$ cat config.mk
export PLATFORM = sky130hd
export DESIGN_NAME = mdu_iter
export DESIGN_NICKNAME = d
export VERILOG_FILES = /design/src/rtl/mdu_pkg.sv /design/src/rtl/mdu_divider.sv /design/src/rtl/mdu_iter.sv
export SDC_FILE = /design/constraint.sdc
export NUM_CORES = 2
export LEC_CHECK = 0
export CAP_MARGIN = 20
export CORE_MARGIN = 2
export CORE_UTILIZATION = 55
export DETAILED_ROUTE_END_ITERATION = 7
export HOLD_SLACK_MARGIN = 0.05
export PLACE_DENSITY_LB_ADDON = 0.3
export SLEW_MARGIN = 20
export SYNTH_ARGS = -nofsm -noshare
export SYNTH_HDL_FRONTEND = slang
export SYNTH_SLANG_ARGS = --single-unit
$ cat constraint.sdc
create_clock -name clk -period 13 [get_ports clk]
set_input_delay 3.9 -clock clk [delete_from_list [all_inputs] [get_ports clk]]
set_output_delay 3.9 -clock clk [all_outputs]
set_load 0.01 [all_outputs]
$ cat src/rtl/mdu_pkg.sv
// mdu_pkg: shared types and helpers for the iterative multiply/divide unit.
//   mdu_op_t    - 4-bit MDU operation code
//   mdu_state_t - sequencer state (idle, multiply in flight, divide in flight)
//   is_mul_op / is_div_op / is_signed_op - operation classification
// Optional feature macro: MDU_MADD_EN (enables MADD/MADDU/MSUB/MSUBU).
package mdu_pkg;

   typedef enum logic [3:0] {
      NONE  = 4'd0,
      MULT  = 4'd1,
      MULTU = 4'd2,
      DIV   = 4'd3,
      DIVU  = 4'd4,
      MFHI  = 4'd5,
      MFLO  = 4'd6,
      MTHI  = 4'd7,
      MTLO  = 4'd8,
      MADD  = 4'd9,
      MADDU = 4'd10,
      MSUB  = 4'd11,
      MSUBU = 4'd12
   } mdu_op_t;

   typedef enum logic [1:0] {
      ST_IDLE = 2'd0,
      ST_MUL  = 2'd1,
      ST_DIV  = 2'd2
   } mdu_state_t;

   // Multiply-class ops; the accumulate forms only exist when enabled,
   // otherwise their codes fall through and behave like NONE.
   function automatic logic is_mul_op(mdu_op_t op);
`ifdef MDU_MADD_EN
      return op inside {MULT, MULTU, MADD, MADDU, MSUB, MSUBU};
`else
      return op inside {MULT, MULTU};
`endif
   endfunction

   function automatic logic is_div_op(mdu_op_t op);
      return op inside {DIV, DIVU};
   endfunction

   function automatic logic is_signed_op(mdu_op_t op);
      return op inside {MULT, MADD, MSUB, DIV};
   endfunction

endpackage

$ cat src/rtl/mdu_divider.sv
// mdu_divider: unsigned restoring divider, one quotient bit per cycle.
//   clk, reset        - clock, synchronous active-high reset
//   load              - start a division with dividend/divisor
//   dividend, divisor - unsigned operands, sampled when load is high
//   quo, rem          - quotient / remainder, final WIDTH cycles after load
// The load edge already performs the first iteration, so after the edge
// closing cycle t0+WIDTH-1 the registers hold the finished result.
import mdu_pkg::*;

module mdu_divider #(
   parameter int WIDTH = 32
) (
   input  logic             clk,
   input  logic             reset,
   input  logic             load,
   input  logic [WIDTH-1:0] dividend,
   input  logic [WIDTH-1:0] divisor,
   output logic [WIDTH-1:0] quo,
   output logic [WIDTH-1:0] rem
);

   logic [WIDTH-1:0] rem_q, quo_q, div_q;
   logic [WIDTH-1:0] src_rem, src_quo, src_div;
   logic [WIDTH:0]   shifted, diff;
   logic [WIDTH-1:0] next_rem, next_quo;

   always_comb begin
      src_rem  = load ? '0       : rem_q;
      src_quo  = load ? dividend : quo_q;
      src_div  = load ? divisor  : div_q;
      shifted  = {src_rem, src_quo[WIDTH-1]};
      diff     = shifted - {1'b0, src_div};
      // diff[WIDTH] is the borrow: restore the partial remainder when set.
      next_rem = diff[WIDTH] ? shifted[WIDTH-1:0] : diff[WIDTH-1:0];
      next_quo = {src_quo[WIDTH-2:0], ~diff[WIDTH]};
   end

   // The array keeps iterating after completion; the owner samples the
   // result on the exact commit edge, so the extra steps are harmless.
   always_ff @(posedge clk) begin
      if (reset) begin
         rem_q <= '0;
         quo_q <= '0;
         div_q <= '0;
      end else begin
         rem_q <= next_rem;
         quo_q <= next_quo;
         if (load) div_q <= divisor;
      end
   end

   assign quo = quo_q;
   assign rem = rem_q;

endmodule

$ cat src/rtl/mdu_iter.sv
// mdu_iter: multi-cycle multiply/divide unit with HI/LO registers.
//   clk, reset - clock, synchronous active-high reset
//   start      - issue strobe for op
//   cancel     - kills this cycle's issue (never an op already in flight)
//   op         - mdu_op_t operation code
//   rs, rt     - operands (latched at issue)
//   busy       - long operation in flight
//   md_out     - HI for MFHI, LO for MFLO, else 0 (combinational)
// Optional feature macro: MDU_MADD_EN (multiply-accumulate/subtract ops).
import mdu_pkg::*;

module mdu_iter #(
   parameter int WIDTH   = 32,
   parameter int MUL_LAT = 5
) (
   input  logic             clk,
   input  logic             reset,
   input  logic             start,
   input  logic             cancel,
   input  mdu_op_t          op,
   input  logic [WIDTH-1:0] rs,
   input  logic [WIDTH-1:0] rt,
   output logic             busy,
   output logic [WIDTH-1:0] md_out
);

   localparam int CNT_MAX = (MUL_LAT > WIDTH) ? MUL_LAT : WIDTH;
   localparam int CNT_W   = $clog2(CNT_MAX + 1);

   mdu_state_t         state_q, state_d;
   logic [CNT_W-1:0]   cnt_q;
   logic [WIDTH-1:0]   hi_q, lo_q;
   logic [2*WIDTH-1:0] prod_q;
   mdu_op_t            op_q;
   logic               neg_quo_q, neg_rem_q, div_zero_q;
   logic [WIDTH-1:0]   rs_q;

   logic               issue, sgn, done;
   logic [2*WIDTH-1:0] ext_a, ext_b, prod, mul_res;
   logic [WIDTH-1:0]   abs_rs, abs_rt, quo, rem, div_lo, div_hi;

   assign issue = start && !cancel && (state_q == ST_IDLE);
   assign sgn   = is_signed_op(op);
   assign done  = (state_q != ST_IDLE) && (cnt_q == CNT_W'(1));

   // Issue-time datapath: full product and divider operand magnitudes
   always_comb begin
      ext_a  = sgn ? {{WIDTH{rs[WIDTH-1]}}, rs} : {{WIDTH{1'b0}}, rs};
      ext_b  = sgn ? {{WIDTH{rt[WIDTH-1]}}, rt} : {{WIDTH{1'b0}}, rt};
      prod   = ext_a * ext_b;
      abs_rs = (sgn && rs[WIDTH-1]) ? -rs : rs;
      abs_rt = (sgn && rt[WIDTH-1]) ? -rt : rt;
   end

   mdu_divider #(.WIDTH(WIDTH)) u_div (
      .clk      (clk),
      .reset    (reset),
      .load     (issue && is_div_op(op)),
      .dividend (abs_rs),
      .divisor  (abs_rt),
      .quo      (quo),
      .rem      (rem)
   );

   // Commit-time result selection
   always_comb begin
`ifdef MDU_MADD_EN
      case (op_q)
         MADD, MADDU: mul_res = {hi_q, lo_q} + prod_q;
         MSUB, MSUBU: mul_res = {hi_q, lo_q} - prod_q;
         default:     mul_res = prod_q;
      endcase
`else
      mul_res = prod_q;
`endif
      // MIN / -1 needs no special path: |MIN| / 1 = MIN unsigned, and
      // negating MIN yields MIN with a zero remainder.
      if (div_zero_q) begin
         div_lo = '1;
         div_hi = rs_q;
      end else begin
         div_lo = neg_quo_q ? -quo : quo;
         div_hi = neg_rem_q ? -rem : rem;
      end
   end

   always_comb begin
      state_d = state_q;
      case (state_q)
         ST_IDLE: begin
            if (issue && is_mul_op(op))      state_d = ST_MUL;
            else if (issue && is_div_op(op)) state_d = ST_DIV;
         end
         ST_MUL, ST_DIV: begin
            if (cnt_q == CNT_W'(1)) state_d = ST_IDLE;
         end
         default: state_d = ST_IDLE;
      endcase
   end

   always_ff @(posedge clk) begin
      if (reset) begin
         state_q <= ST_IDLE;
         cnt_q   <= '0;
         hi_q    <= '0;
         lo_q    <= '0;
      end else begin
         state_q <= state_d;
         if (issue && is_mul_op(op))      cnt_q <= CNT_W'(MUL_LAT);
         else if (issue && is_div_op(op)) cnt_q <= CNT_W'(WIDTH);
         else if (cnt_q != '0)            cnt_q <= cnt_q - 1'b1;

         if (issue && op == MTHI) hi_q <= rs;
         if (issue && op == MTLO) lo_q <= rs;

         if (done && state_q == ST_MUL) begin
            {hi_q, lo_q} <= mul_res;
         end else if (done && state_q == ST_DIV) begin
            hi_q <= div_hi;
            lo_q <= div_lo;
         end
      end
   end

   // Operand latches for the op in flight; only meaningful after an issue
   always_ff @(posedge clk) begin
      if (issue) begin
         op_q       <= op;
         prod_q     <= prod;
         rs_q       <= rs;
         neg_quo_q  <= sgn && (rs[WIDTH-1] ^ rt[WIDTH-1]);
         neg_rem_q  <= sgn && rs[WIDTH-1];
         div_zero_q <= (rt == '0);
      end
   end

   assign busy   = (state_q != ST_IDLE);
   assign md_out = (op == MFHI) ? hi_q : (op == MFLO) ? lo_q : '0;

endmodule

==> summary.md <==
- finished clean — run status
- 9607 — Filler Cells Inserted
- 11 — antenna violations before repair
- 13.32 ns — Worst Path Required
- 34.6% — all-layer global routing usage
- 0.58 ns — insertion delay of the later-clocked pin in the worst-skew pair
- 12.57 ns — post-layout min period
- 0.990 — routability cong.
- 0.428 ns — post-route worst setup slack
- 8 — TritonRoute pass-1 iters
- 12.89 ns — CP arrival
- 0 — DRC
- 1.11 ns — transition time at the pin with the least slew margin
- 341 um — horizontal extent of the die
- 79 — count of distinct cell types in the synthesized netlist
- 7 — maximum fanout count along the critical path
- 0.0295 ns — Fin Clk Skew
- 0 ns — summed negative setup slack over all endpoints
- 9010 — final net count
- 99 — count of flip-flops with a built-in enable after synthesis
- 5.60 — via-per-instance ratio
- 8733 — number of nets in the synthesized netlist
- 25.8% — Max transition margin
- 96.7% — Final Cycle Share
- 9.56% — fraction of layout cells with a size suffix above 1
- 62600 um2 — post-synthesis instance area
- 117000 um2 — overall die area
- true — setup repair after global routing missed its margin
- 0 — number of hold violations in the final report
- 6340 um2 — Storage cell area
- 307000 um — first-pass GRT wire length
- fa_1 — Most common cell on crit path
- -0.479 ns — Placement Setup Slack
- 6888 — Mapped Cells
- input port — kind of start point of the critical path
- 55.6% — Initial Util
- 0 — antenna violation net count after detailed routing
- 0 — number of hold buffers added after CTS
- dfxtp_1 — most used flip-flop cell after synthesis
- register to register — Hold Path Class
- 267 — clk sink count
- fa_1 — Worst path slowest cell
- 11.3% — signed area change from the synthesized netlist to the final layout
- register — crit end category
- 0 — number of endpoints failing setup at the final stage
- 3834 — count of routing violations after the opening detailed-route iteration
- 267 — flop and latch count out of synthesis
- 22.4 um — WL/cell
- 0 — total congestion overflow
- 105 — I/O pin cnt
- inv_1 — most common cell after layout, fill and taps aside
- 48900 um2 — combined area of the multi-input logic cells
- 48700 — detailed-route via count
- 0% — async set-reset flop share out of synthesis
- input port to register — category of the critical setup timing path
- 0 — max-capacitance violation count
- 9.09 um2 — mean post-synth cell area
- 341 um — Die Span Y
- 0.62 ns — delay of the slowest cell on the worst path
- 0 — Warnings, synthesis
- 123 — standard-cell rows
- 10.1% — sequential share of the synthesized area
- 52900 — via count of the first global-routing pass
- inv_1 (1590), fa_1 (1411), nand2_1 (906) — commonest cells after routing, fill and taps aside
- 104 — count of input and output buffers
- yes — clock tree from TritonCTS
- 113000 um2 — Core Region
- 3 — Clock Path Buffers
- 79.5 MHz — maximum clock frequency
- 162000 um — Detailed Place HPWL
- 1 — # H-tree levels
- 0.07 ns — clock-pin slew on the worst setup and hold paths
- 0 — max-slew violations
- 86 — largest net degree at the start of global routing
- 195000 um — total wire length
- clkbuf_16 — Root Driver
- 29 — clock buffer count from CTS
## state kept, by name, indices dropped and copies added (netlist names)
name	flops
u_div.rem	32
mul_res	64
hi_q	32
u_div.quo	32
cnt_q	6
div_zero_q	1
lo_q	32
rs_q	32
u_div.div_q	32
neg_quo_q	1
state_q	2
neg_rem_q	1
## path summary, 6_finish.rpt
check | startpoint | end | slack (ns) | cells after the start
hold reg to reg | hi_q[6] | hi_q[6] | 0.45 | 2
setup reg to reg | state_q[0] | u_div.rem[4] | 6.71 | 20
hold / removal | hi_q[6] | hi_q[6] | 0.45 | 2
setup / recovery | op[0] | mul_res[63] | 0.43 | 36
## synth_stat cells, drive strengths merged (31+ instances only)
| master | number | share of area (%) |
|---|---|---|
| o211ai | 34 | 0.41 |
| a21o | 69 | 0.83 |
| o21ai | 115 | 0.93 |
| clkbuf | 315 | 1.9 |
| nor3 | 44 | 0.36 |
| nand2 | 908 | 5.4 |
| o31ai | 33 | 0.44 |
| inv | 1594 | 9.6 |
| xor2 | 86 | 1.2 |
| ha | 357 | 7.1 |
| and2 | 385 | 3.8 |
| and3 | 46 | 0.46 |
| dfxtp | 168 | 5.4 |
| nor2 | 293 | 1.8 |
| xnor2 | 177 | 2.5 |
| fa | 1416 | 45 |
| mux2i | 39 | 0.62 |
| edfxtp | 99 | 4.7 |
| a22o | 33 | 0.46 |
| buf | 82 | 0.54 |
| a211oi | 54 | 0.65 |
| a21oi | 213 | 1.7 |
| a311oi | 31 | 0.43 |
| nand3 | 36 | 0.29 |
## metrics by stage
stage	instance area [um2]	std cells	hold slack, ns	util [%]
after floorplan	62600	6888	0.432	-
after global placement	68600	8633	0.440	60.9
after detailed placement	68600	8633	0.446	60.9
after CTS	69600	8687	0.455	61.8
after global routing	69700	8689	0.479	61.9
final	69700	8692	0.452	61.9
## cells by family (layout without fill, tap and decap cells)
kind of cell	after synthesis	in the layout	share of synthesized area, %
XOR/XNOR	263	263	3.68
AO/OA/AOI/OAI	722	722	7.67
AND/OR/NAND/NOR	1827	1827	13.4
multiplexers	43	43	0.695
buffers and inverters	1992	2292	12.0
other	0	4	0
adder cells (fa/ha/maj)	1774	1774	52.4
flip-flops	267	267	10.1
## area by class of cell
class,count,area share [%]
antenna,4,0.0144
clock buffer,37,1.13
clock inverter,17,0.375
inverter,1595,8.59
multi-input combinational,4629,70.1
sequential,267,9.09
tap,1500,2.69
timing repair buffer,643,7.97
## critical path: cells and delay by family
family	cells	cell delay, ns
AND/OR/NAND/NOR	7	0.84
adder cells (fa/ha/maj)	11	5.62
multiplexers	1	0.21
buffers and inverters	14	1.82
AO/OA/AOI/OAI	3	0.47
## routing by layer
| metal | global-route usage (%) | routed length (um) | vias up |
|---|---|---|---|
| li1 | - | - | 21200 |
| met3 | 5.04 | 15400 | 524 |
| met1 | 43.5 | 74000 | 24700 |
| met2 | 57.9 | 92500 | 2151 |
| met4 | 18.6 | 12800 | 6 |
| met5 | 0 | 35 | - |
## repair_timing
item	in CTS	in global routing
resized for setup	0	30
buffers inserted	0	0
endpoints found under the setup margin	0	14
Power is not shown: default switching activity piles up to over one toggle a cycle in this logic, so the estimate is an artifact.
